===== src/rtl/router_pkg.sv =====
// Shared channel constants and helpers for the 4-way round-robin egress merge.
package router_pkg;

  localparam int CH_NUM   = 4;
  localparam int CH_IDX_W = 2;

  typedef logic [CH_IDX_W-1:0] ch_idx_t;

  // Number of set bits in a per-channel mask (0..CH_NUM).
  function automatic logic [2:0] count_ones4(input logic [CH_NUM-1:0] v);
    logic [2:0] n;
    n = '0;
    for (int i = 0; i < CH_NUM; i++) begin
      n = n + {2'b00, v[i]};
    end
    return n;
  endfunction

endpackage


===== src/rtl/router_rr_merge_if.sv =====
// Bus bundle between the 4-way router, the merge stage and its downstream consumer.
//
// Handshake: inputs din_vld[i] are fire-and-forget (the router cannot stall);
// din_rdy[i] is status only and reflects FIFO i not full. On the output side a
// word transfers on a rising edge where dout_vld & dout_rdy; while dout_vld is
// high and dout_rdy is low, dout/dout_src/dout_vld hold stable.
interface router_rr_merge_if #(
  parameter int DATA_WIDTH = 32,
  parameter int CNT_WIDTH  = 16
);
  import router_pkg::*;

  logic [DATA_WIDTH-1:0] din0;
  logic [DATA_WIDTH-1:0] din1;
  logic [DATA_WIDTH-1:0] din2;
  logic [DATA_WIDTH-1:0] din3;
  logic [CH_NUM-1:0]     din_vld;
  logic [CH_NUM-1:0]     din_rdy;
  logic [DATA_WIDTH-1:0] dout;
  ch_idx_t               dout_src;
  logic                  dout_vld;
  logic                  dout_rdy;
  logic [CNT_WIDTH-1:0]  drop_cnt;
  ch_idx_t               last_grant;  // debug view of the round-robin pointer

  modport master (
    output din0, din1, din2, din3, din_vld, dout_rdy,
    input  din_rdy, dout, dout_src, dout_vld, drop_cnt, last_grant
  );

  modport slave (
    input  din0, din1, din2, din3, din_vld, dout_rdy,
    output din_rdy, dout, dout_src, dout_vld, drop_cnt, last_grant
  );

endinterface


===== src/rtl/router_ch_fifo.sv =====
// Per-channel synchronous FIFO; pointers carry an extra wrap bit to tell full from empty.
module router_ch_fifo #(
  parameter int DATA_WIDTH = 32,
  parameter int FIFO_DEPTH = 4
) (
  input  logic                  clk,
  input  logic                  rst,
  input  logic                  push,
  input  logic                  pop,
  input  logic [DATA_WIDTH-1:0] wr_data,
  output logic [DATA_WIDTH-1:0] rd_data,
  output logic                  full,
  output logic                  empty
);

  localparam int AW = $clog2(FIFO_DEPTH);
  localparam logic [AW:0] PTR_ONE = {{AW{1'b0}}, 1'b1};

  logic [AW:0]           wr_ptr_q, wr_ptr_d;
  logic [AW:0]           rd_ptr_q, rd_ptr_d;
  logic [DATA_WIDTH-1:0] mem_q [FIFO_DEPTH];
  logic [DATA_WIDTH-1:0] mem_d [FIFO_DEPTH];
  logic                  do_push;
  logic                  do_pop;

  assign full    = (wr_ptr_q[AW-1:0] == rd_ptr_q[AW-1:0]) && (wr_ptr_q[AW] != rd_ptr_q[AW]);
  assign empty   = (wr_ptr_q == rd_ptr_q);
  assign do_push = push & ~full;
  assign do_pop  = pop & ~empty;
  assign rd_data = mem_q[rd_ptr_q[AW-1:0]];

  always_comb begin
    wr_ptr_d = wr_ptr_q;
    rd_ptr_d = rd_ptr_q;
    mem_d    = mem_q;
    if (do_push) begin
      mem_d[wr_ptr_q[AW-1:0]] = wr_data;
      wr_ptr_d                = wr_ptr_q + PTR_ONE;
    end
    if (do_pop) begin
      rd_ptr_d = rd_ptr_q + PTR_ONE;
    end
  end

  always_ff @(posedge clk) begin
    if (rst) begin
      wr_ptr_q <= '0;
      rd_ptr_q <= '0;
    end else begin
      wr_ptr_q <= wr_ptr_d;
      rd_ptr_q <= rd_ptr_d;
    end
  end

  // Storage needs no reset: the pointers alone define what is valid.
  always_ff @(posedge clk) begin
    mem_q <= mem_d;
  end

endmodule


===== src/rtl/router_rr_merge.sv =====
// Egress merge: four per-channel FIFOs drained round-robin into one registered
// valid/ready stream tagged with the source channel; overflow is dropped and counted.
module router_rr_merge
  import router_pkg::*;
#(
  parameter int DATA_WIDTH = 32,
  parameter int FIFO_DEPTH = 4,
  parameter int CNT_WIDTH  = 16
) (
  input logic              clk,
  input logic              rst,
  router_rr_merge_if.slave bus
);

  logic [DATA_WIDTH-1:0] din_arr [CH_NUM];
  logic [DATA_WIDTH-1:0] rd_data [CH_NUM];
  logic [CH_NUM-1:0]     full;
  logic [CH_NUM-1:0]     empty;
  logic [CH_NUM-1:0]     push;
  logic [CH_NUM-1:0]     pop;
  logic [CH_NUM-1:0]     drop;

  ch_idx_t               grant;
  ch_idx_t               cand;
  logic                  grant_found;
  logic                  load;

  logic [DATA_WIDTH-1:0] dout_q, dout_d;
  ch_idx_t               dout_src_q, dout_src_d;
  logic                  dout_vld_q, dout_vld_d;
  ch_idx_t               last_grant_q, last_grant_d;
  logic [CNT_WIDTH-1:0]  drop_cnt_q, drop_cnt_d;
  logic [CNT_WIDTH:0]    drop_sum;
  logic [2:0]            n_drop;

  assign din_arr[0] = bus.din0;
  assign din_arr[1] = bus.din1;
  assign din_arr[2] = bus.din2;
  assign din_arr[3] = bus.din3;

  // Fullness is judged before the edge, so a same-edge pop never rescues a push.
  assign push = bus.din_vld & ~full;
  assign drop = bus.din_vld & full;

  for (genvar g = 0; g < CH_NUM; g++) begin : g_fifo
    router_ch_fifo #(
      .DATA_WIDTH (DATA_WIDTH),
      .FIFO_DEPTH (FIFO_DEPTH)
    ) u_fifo (
      .clk     (clk),
      .rst     (rst),
      .push    (push[g]),
      .pop     (pop[g]),
      .wr_data (din_arr[g]),
      .rd_data (rd_data[g]),
      .full    (full[g]),
      .empty   (empty[g])
    );
  end

  // Search starts one past the last grant; offset CH_NUM wraps back onto it.
  always_comb begin
    grant       = last_grant_q;
    grant_found = 1'b0;
    cand        = '0;
    for (int k = 1; k <= CH_NUM; k++) begin
      cand = last_grant_q + ch_idx_t'(k);
      if (!grant_found && !empty[cand]) begin
        grant       = cand;
        grant_found = 1'b1;
      end
    end
  end

  assign load = (~dout_vld_q | bus.dout_rdy) & grant_found;

  always_comb begin
    pop          = '0;
    dout_d       = dout_q;
    dout_src_d   = dout_src_q;
    dout_vld_d   = dout_vld_q;
    last_grant_d = last_grant_q;
    if (load) begin
      pop[grant]   = 1'b1;
      dout_d       = rd_data[grant];
      dout_src_d   = grant;
      dout_vld_d   = 1'b1;
      last_grant_d = grant;
    end else if (dout_vld_q && bus.dout_rdy) begin
      dout_vld_d   = 1'b0;
    end
  end

  // One extra sum bit catches overflow so the counter pins at all-ones.
  always_comb begin
    n_drop     = count_ones4(drop);
    drop_sum   = {1'b0, drop_cnt_q} + {{(CNT_WIDTH-2){1'b0}}, n_drop};
    drop_cnt_d = drop_sum[CNT_WIDTH] ? {CNT_WIDTH{1'b1}} : drop_sum[CNT_WIDTH-1:0];
  end

  always_ff @(posedge clk) begin
    if (rst) begin
      dout_q       <= '0;
      dout_src_q   <= '0;
      dout_vld_q   <= 1'b0;
      last_grant_q <= ch_idx_t'(CH_NUM - 1);
      drop_cnt_q   <= '0;
    end else begin
      dout_q       <= dout_d;
      dout_src_q   <= dout_src_d;
      dout_vld_q   <= dout_vld_d;
      last_grant_q <= last_grant_d;
      drop_cnt_q   <= drop_cnt_d;
    end
  end

  assign bus.din_rdy    = ~full;
  assign bus.dout       = dout_q;
  assign bus.dout_src   = dout_src_q;
  assign bus.dout_vld   = dout_vld_q;
  assign bus.drop_cnt   = drop_cnt_q;
  assign bus.last_grant = last_grant_q;

endmodule


===== src/flat_wrapper.sv =====
// flat-port wrapper written by rule: the top's interface ports become plain ports
module router_rr_merge_flat import router_pkg::*;
#(
  parameter int DATA_WIDTH = 32,
  parameter int FIFO_DEPTH = 4,
  parameter int CNT_WIDTH  = 16
)
  (clk, rst, bus_din0, bus_din1, bus_din2, bus_din3, bus_din_vld, bus_dout_rdy, bus_din_rdy, bus_dout, bus_dout_src, bus_dout_vld, bus_drop_cnt, bus_last_grant);
  router_rr_merge_if #(.DATA_WIDTH(DATA_WIDTH), .CNT_WIDTH(CNT_WIDTH)) bus_i ();
  input logic clk;
  input logic rst;
  input wire logic [$bits(bus_i.din0)-1:0] bus_din0;
  input wire logic [$bits(bus_i.din1)-1:0] bus_din1;
  input wire logic [$bits(bus_i.din2)-1:0] bus_din2;
  input wire logic [$bits(bus_i.din3)-1:0] bus_din3;
  input wire logic [$bits(bus_i.din_vld)-1:0] bus_din_vld;
  input wire logic [$bits(bus_i.dout_rdy)-1:0] bus_dout_rdy;
  output wire logic [$bits(bus_i.din_rdy)-1:0] bus_din_rdy;
  output wire logic [$bits(bus_i.dout)-1:0] bus_dout;
  output wire logic [$bits(bus_i.dout_src)-1:0] bus_dout_src;
  output wire logic [$bits(bus_i.dout_vld)-1:0] bus_dout_vld;
  output wire logic [$bits(bus_i.drop_cnt)-1:0] bus_drop_cnt;
  output wire logic [$bits(bus_i.last_grant)-1:0] bus_last_grant;
  assign bus_i.din0 = bus_din0;
  assign bus_i.din1 = bus_din1;
  assign bus_i.din2 = bus_din2;
  assign bus_i.din3 = bus_din3;
  assign bus_i.din_vld = bus_din_vld;
  assign bus_i.dout_rdy = bus_dout_rdy;
  assign bus_din_rdy = bus_i.din_rdy;
  assign bus_dout = bus_i.dout;
  assign bus_dout_src = bus_i.dout_src;
  assign bus_dout_vld = bus_i.dout_vld;
  assign bus_drop_cnt = bus_i.drop_cnt;
  assign bus_last_grant = bus_i.last_grant;
  router_rr_merge #(.DATA_WIDTH(DATA_WIDTH), .FIFO_DEPTH(FIFO_DEPTH), .CNT_WIDTH(CNT_WIDTH)) u_core (.clk(clk), .rst(rst), .bus(bus_i));
endmodule

===== config.mk =====
export PLATFORM = sky130hd
export DESIGN_NAME = router_rr_merge_flat
export DESIGN_NICKNAME = d
export VERILOG_FILES = /design/src/rtl/router_pkg.sv /design/src/rtl/router_rr_merge_if.sv /design/src/rtl/router_ch_fifo.sv /design/src/rtl/router_rr_merge.sv /design/src/flat_wrapper.sv
export SDC_FILE = /design/constraint.sdc
export NUM_CORES = 1
export LEC_CHECK = 0
export CAP_MARGIN = 30
export CORE_MARGIN = 8
export CORE_UTILIZATION = 30
export CTS_CLUSTER_SIZE = 16
export DETAILED_ROUTE_END_ITERATION = 6
export PLACE_DENSITY = 0.51
export SETUP_SLACK_MARGIN = 0.4
export SYNTH_ARGS = -nofsm -noshare
export SYNTH_HDL_FRONTEND = slang
export SYNTH_HIERARCHICAL = 1
export SYNTH_SLANG_ARGS = --single-unit

===== constraint.sdc =====
create_clock -name clk -period 2.9 [get_ports clk]
set_input_delay 0.29 -clock clk [delete_from_list [all_inputs] [get_ports clk]]
set_output_delay 0.29 -clock clk [all_outputs]
set_load 0.01 [all_outputs]

; ---- Word level (Yosys, flattened, before mapping)
; Index checks and enable logic that the tools add are counted.
[totals]
ff_bits = 589
input_bits = 135
out_inout_bits = 57
elab_cells = 174
[classes]
n_addsub = 15
magnitude_cmp = 19
eq_ne = 12
mux = 49
n_bitwise = 31
n_reduce_logical = 19
[op_table]
columns = cell, n
row1 = bitwise mux 128 bit, 4
row2 = 2-to-1 mux 32 bit, 14
row3 = binary-select mux 32 bit (select 2 bit), 5
row4 = demux 32 bit (select 2 bit), 4
row5 = >= comparator 3 bit (second input constant), 9
row6 = inverter 2 -> 3 bit, 9
row7 = adder 3 x 1 -> 3 bit (second input constant), 8
row8 = adder 16 x 3 -> 17 bit, 1
row9 = 2-to-1 mux 16 bit, 1
row10 = less-than comparator 2 x 3 -> 1 bit (second input constant), 5
row11 = logical AND 1 bit, 13
row12 = equality test 3 bit, 4
row13 = less-than comparator 3 x 1 -> 1 bit (second input constant), 4
row14 = 2-to-1 mux 1 bit, 11
row15 = bitwise AND 1 bit, 9
row16 = inverter 1 bit, 9
row17 = bitwise AND 4 bit, 2
row18 = binary-select mux 1 bit (select 2 bit), 4
row19 = equality test 2 bit, 4
row20 = 2-to-1 mux 2 bit, 4
row21 = adder 3 x 1 -> 3 bit, 2
row22 = logical NOT 1 bit, 5
row23 = adder 2 bit (second input constant), 2
row24 = 2-to-1 mux 4 bit, 1
row25 = other kinds (8), 11

; ---- Logic depth before layout (Yosys ltp)
[logic_depth]
ltp_word = 18
mapped_depth = 13
mapped_depth_nobuf = 12

; ---- Hierarchy
; The synthesis kept the hierarchy.
[by_module_without_submodules]
columns = module, instances, cells_each, area_per_inst_um2
row1 = router_ch_fifo, 4, 235, 5157.4
row2 = router_rr_merge, 1, 405, 3607.2

; ---- Least setup slack after synthesis
; Ideal clock, no wire load.
[synth_path]
kind = register to register
from = register u_core.g_fifo[2].u_fifo.rd_ptr_q[0]
to = register u_core.drop_cnt_q[14], in the netlist u_core/bus.drop_cnt[14]
setup_time_ns = 0.128
arrival_ns = 3.021
required_time_ns = 2.772
path_slack_ns = -0.249
stages_incl_launch_ff = 14
n_path_buf = 1
path_cell_list = dfxtp_1 -> buf_6 -> xor2_2 -> nor3_1 -> nand2_1 -> fa_1 -> fa_1 -> inv_1 -> fa_1 -> nand3_1 -> nor4_2 -> nand3_1 -> mux2i_1 -> nor2_1
[synth_via]
elab_chain_cells = 7
[synth_lines]
columns = element, line
row1 = from (decl), router_ch_fifo.sv:20  ; logic [AW:0] rd_ptr_q, rd_ptr_d;
row2 = from (signal assigned), router_ch_fifo.sv:51  ; rd_ptr_q <= rd_ptr_d;
row3 = equality test 2 bit, router_ch_fifo.sv:26  ; assign full = (wr_ptr_q[AW-1:0] == rd_ptr_q[AW-1:0]) && (wr_ptr_q[AW] != rd_ptr_q[AW]);
row4 = logical AND 1 bit, router_ch_fifo.sv:26
row5 = via u_core.full[2], router_rr_merge.sv:17  ; logic [CH_NUM-1:0] full;
row6 = bitwise AND 4 bit, router_rr_merge.sv:43  ; assign drop = bus.din_vld & full;
row7 = adder 3 x 1 -> 3 bit (2 in series), router_pkg.sv:14  ; n = n + {2'b00, v[i]};
row8 = adder 16 x 3 -> 17 bit, router_rr_merge.sv:97  ; drop_sum = {1'b0, drop_cnt_q} + {{(CNT_WIDTH-2){1'b0}}, n_drop};
row9 = 2-to-1 mux 16 bit, router_rr_merge.sv:98  ; drop_cnt_d = drop_sum[CNT_WIDTH] ? {CNT_WIDTH{1'b1}} : drop_sum[CNT_WIDTH-1:0];
row10 = to (signal assigned), router_rr_merge.sv:113  ; drop_cnt_q <= drop_cnt_d;
row11 = to (decl), router_rr_merge.sv:32  ; logic [CNT_WIDTH-1:0] drop_cnt_q, drop_cnt_d;
; The timed path passes the listed nets, and every way through them passes these cells.
; A chain may end at the register's enable or synchronous reset.

; ---- Final worst setup path
[layout_path]
from = register u_core.g_fifo[0].u_fifo.rd_ptr_q[1]
to = register u_core.drop_cnt_q[13], in the netlist u_core/bus.drop_cnt[13]
[layout_via]
elab_chain_cells = 8
[layout_lines]
columns = element, line
row1 = from (decl), router_ch_fifo.sv:20
row2 = from (signal assigned), router_ch_fifo.sv:51
row3 = equality test 2 bit, router_ch_fifo.sv:26
row4 = logical AND 1 bit, router_ch_fifo.sv:26
row5 = via u_core.full[0], router_rr_merge.sv:17
row6 = bitwise AND 4 bit, router_rr_merge.sv:43
row7 = adder 1 x 1 -> 2 bit, router_pkg.sv:14
row8 = adder 3 x 1 -> 3 bit (2 in series), router_pkg.sv:14
row9 = adder 16 x 3 -> 17 bit, router_rr_merge.sv:97
row10 = 2-to-1 mux 16 bit, router_rr_merge.sv:98
; The timed path passes the listed nets, and every way through them passes these cells.

==> summary.md <==
| Metric | Value |
|---|---|
| CTS Root Cell | sky130_fd_sc_hd__clkbuf_16 |
| Drt pass-1 iters | 6 |
| Cell variety after synth | 53 |
| Clock slew at reported path FFs | 0.06 ns |
| Number of synthesis warnings | 6 |
| Violation count after the first detailed-route iteration | 893 |
| Fraction of final layout cells sized beyond drive strength 1 | 26.8% |
| Highest-count cells in the layout ignoring fill and taps | sky130_fd_sc_hd__edfxtp_1 (512), sky130_fd_sc_hd__clkdlybuf4s50_1 (190), sky130_fd_sc_hd__mux4_2 (124) |
| Number of synthesized flops with an enable pin | 512 |
| Power density over cell area | 875 nW/um^2 |
| Clock tree from TritonCTS | done |
| Post-synthesis instance total | 1345 |
| Fmax | 342 MHz |
| Arrival time at the worst endpoint | 3.38 ns |
| Clock skew | 0.0258 ns |
| Chip Height | 300 um |
| Placeable Area | 80300 um^2 |
| Post-synth top flop | sky130_fd_sc_hd__edfxtp_1 |
| Wire length of the first global-routing pass | 93.8 mm |
| Origin of the worst min-delay path | bus_din3[28] |
| Worst slew margin | 48.2% |
| HPWL after detailed placement | 42.0 mm |
| Run status | complete, but fails checks |
| Number of buffer cells added on primary ports | 191 |
| Least setup slack across all paths after layout | -0.0204 ns |
| Kind of launch point of the worst setup path | flop |
| Average wire per cell in the routed design | 23.5 um |
| Net total in the final layout | 1795 |
| Number of buffers created by CTS | 68 |
| Remaining routing DRC violations | 0 |
| Vias | 13500 |
| Worst reg-to-reg path cell count | 10 |
| Yosys reg bits | 589 |
| Final hold vios | 0 |
| Sequential element share of the synthesized area | 69.8% |
| Mean Syn Cell Area | 18.0 um^2 |
| Die outline area | 90100 um^2 |
| Maximum root-to-sink buffer count | 3 |
| Worst-case hold path end point | u_core/g_fifo[3].u_fifo/mem_q[92] |
| Max-cap violations | 0 |
| FF-to-FF End | u_core/bus.drop_cnt[13] |
| Min Tclk post-route | 2.92 ns |
| Worst-case setup slack after placement | -0.136 ns |
| Critical path class | flop to flop |
| Filler instances | 7362 |
| Worst slew pin tran | 0.777 ns |
| Placement Rows | 104 |
| Antenna-violating nets left | 0 |
| Class of the tightest hold or removal check | primary input to flop |
| Most common cell after layout, fill and taps aside | sky130_fd_sc_hd__edfxtp_1 |
| Total routing resource utilization after global routing | 13.9% |
| Syn Nets | 1504 |
| # clock sinks | 589 |
| CTS Hold Buffers Added | 0 |
| Residual overflow from global routing | 0 |
| Horiz. Die Dim | 300 um |
| Worst R2R Start | u_core/g_fifo[0].u_fifo/rd_ptr_q[1] |
| Initial antenna violation count | 7 |
| Failing checks | setup timing |
| Starting density of the core | 30.2% |
| WL final | 64.8 mm |
| Growth of design area from synthesis to finish | 27.3% |
| Maximum fanout count along the critical path | 4 |
| RSZ-0062 raised after global routing | true |
| Maximum number of pins on one net before global-route repair | 59 |
| Leakage dissipation | 10.1 nW |
| Routability cong. | 0.776 |
| Cells on Worst Hold Path | 1 |
| H-tree levels | 3 |
| Maximum ir drop on the vdd rail | 0.552 mV |
| Final worst-path cycle share | 101% |
| Max-slew violation count | 0 |
| Setup slack on the worst flop-to-flop path | -0.02 ns |
| Capturing element type of the critical path | flop |
| Area taken by flip-flops and latches | 16900 um^2 |
| Area taken by multi-input logic gates | 7070 um^2 |
| Clock latency reported for the late side of the worst-skew pair | 0.59 ns |
| Netlist area before placement | 24200 um^2 |
| Ys async rst share | 0% |
| Fraction of the core area covered by cells at the end of the flow | 38.4% |
| Data required, critical path | 3.36 ns |
| Setup Viol. Count Final | 1 |
| Number of I/O pins | 192 |
| Post-DR vias/cell | 4.92 |
| Via count of the first global-routing pass | 14100 |
==> worst max path at each step <==
stage | startpoint | endpoint | slack [ns] | depth (start not counted)
global placement | bus_din_vld[2] | u_core/bus.drop_cnt[13] | -0.07 | 9
global route | u_core/g_fifo[0].u_fifo/rd_ptr_q[1] | u_core/bus.drop_cnt[13] | -0.13 | 10
finish | u_core/g_fifo[0].u_fifo/rd_ptr_q[1] | u_core/bus.drop_cnt[13] | -0.02 | 10
CTS | u_core/g_fifo[0].u_fifo/rd_ptr_q[0] | u_core/bus.drop_cnt[13] | -0.12 | 10
detailed placement | bus_din_vld[2] | u_core/bus.drop_cnt[13] | -0.14 | 9
floorplan | u_core/g_fifo[0].u_fifo/wr_ptr_q[1] | u_core/bus.drop_cnt[13] | 0.08 | 13
==> sequential cells by signal, summed over array words and instances (netlist names) <==
register	cells
u_core/bus.drop_cnt	16
u_core/bus.dout	32
u_core/g_fifo.u_fifo/rd_ptr_q	12
u_core/bus.dout_vld	1
u_core/bus.last_grant	2
u_core/g_fifo.u_fifo/wr_ptr_q	12
u_core/g_fifo.u_fifo/mem_q	512
u_core/bus.dout_src	2
==> per-layer routing <==
layer | part of all wire [%] | global-route usage (%) | up-vias
met3 | 5.4 | 3.18 | 71
met4 | 1.5 | 3.30 | 0
met5 | 0 | 0 | -
li1 | - | - | 6082
met2 | 51 | 24.1 | 348
met1 | 42 | 17.5 | 7045
==> layout make-up <==
class	instances	share of cell area, %
Antenna cell	4	0.0324
Clock buffer	89	5.90
Clock inverter	34	1.39
Inverter	32	0.389
Multi-Input combinational cell	642	22.9
Sequential cell	589	54.9
Tap cell	1060	4.30
Timing Repair Buffer	303	10.2
==> stage by stage <==
step | power, mW | instance area, um^2 | hold slack (ns) | instances | TNS (ns)
after floorplan | 15.2 | 24400 | 0.389 | 1345 | 0
after global placement | 17.7 | 28000 | 0.460 | 2599 | -0.525
after detailed placement | 17.8 | 28000 | 0.464 | 2599 | -1.22
after CTS | 26.6 | 30400 | 0.279 | 2726 | -0.193
after global routing | 28.2 | 30900 | 0.295 | 2749 | -0.585
final | 27.0 | 30900 | 0.320 | 2753 | -0.0204
==> synthesized netlist by cell type, drive strengths merged (2+ instances only) <==
cell / instances / share of area (%)
nor2b: 18 / 0.46
xnor2: 18 / 0.65
nor3: 14 / 0.34
o21ai: 21 / 0.45
fa: 3 / 0.25
xor2: 15 / 0.67
edfxtp: 512 / 63
and2: 17 / 0.44
dfxtp: 77 / 6.4
nand2b: 4 / 0.10
buf: 51 / 1.6
nand2: 56 / 0.87
inv: 32 / 0.50
nand4: 57 / 1.5
a41oi: 8 / 0.29
clkbuf: 31 / 0.49
o21bai: 2 / 0.077
nor3b: 17 / 0.53
nand3: 25 / 0.52
o211ai: 40 / 1.8
and3: 6 / 0.15
a31oi: 9 / 0.23
a21oi: 24 / 0.50
or4: 4 / 0.12
nor4bb: 4 / 0.17
mux4: 128 / 12
o31ai: 32 / 0.99
mux2i: 34 / 1.4
a211o: 40 / 1.4
ha: 21 / 1.1
nor2: 16 / 0.26
==> worst max-delay path: stages (launching register included) <==
cell and delay (ns):
sky130_fd_sc_hd__dfxtp_2 0.35, sky130_fd_sc_hd__xor2_4 0.19, sky130_fd_sc_hd__nor3_4 0.20, sky130_fd_sc_hd__nand2_2 0.11, sky130_fd_sc_hd__fa_1 0.49, sky130_fd_sc_hd__fa_2 0.38, sky130_fd_sc_hd__nand2b_4 0.17, sky130_fd_sc_hd__a2111oi_4 0.41
sky130_fd_sc_hd__nor3b_2 0.27, sky130_fd_sc_hd__and3_1 0.19, sky130_fd_sc_hd__nor3_1 0.05
==> kinds of logic after synthesis <==
logic type / Yosys count / synth area share (%)
xor+xnor: 33 / 1.32
compound gates: 182 / 6.09
simple gates: 241 / 5.55
buf+inv: 114 / 2.56
mux: 162 / 13.4
flops: 589 / 69.8
fa+ha+maj: 24 / 1.33
==> where the power goes <==
part	switching [mW]	leakage [nW]	total [mW]	internal (mW)
sequential	0.336	5.34	10.4	10.1
combinational	4.41	3.62	8.00	3.59
clock	3.34	1.10	8.60	5.25
==> what timing repair did <==
item | CTS | global route
pin swaps | 8 | 22
resized for setup | 27 | 50
buffers inserted | 3 | 20
hold endpoints to repair | 0 | 0
endpoints found under the setup margin | 59 | 255
gates cloned | 1 | 3
Power figures use the tool's default switching activity.
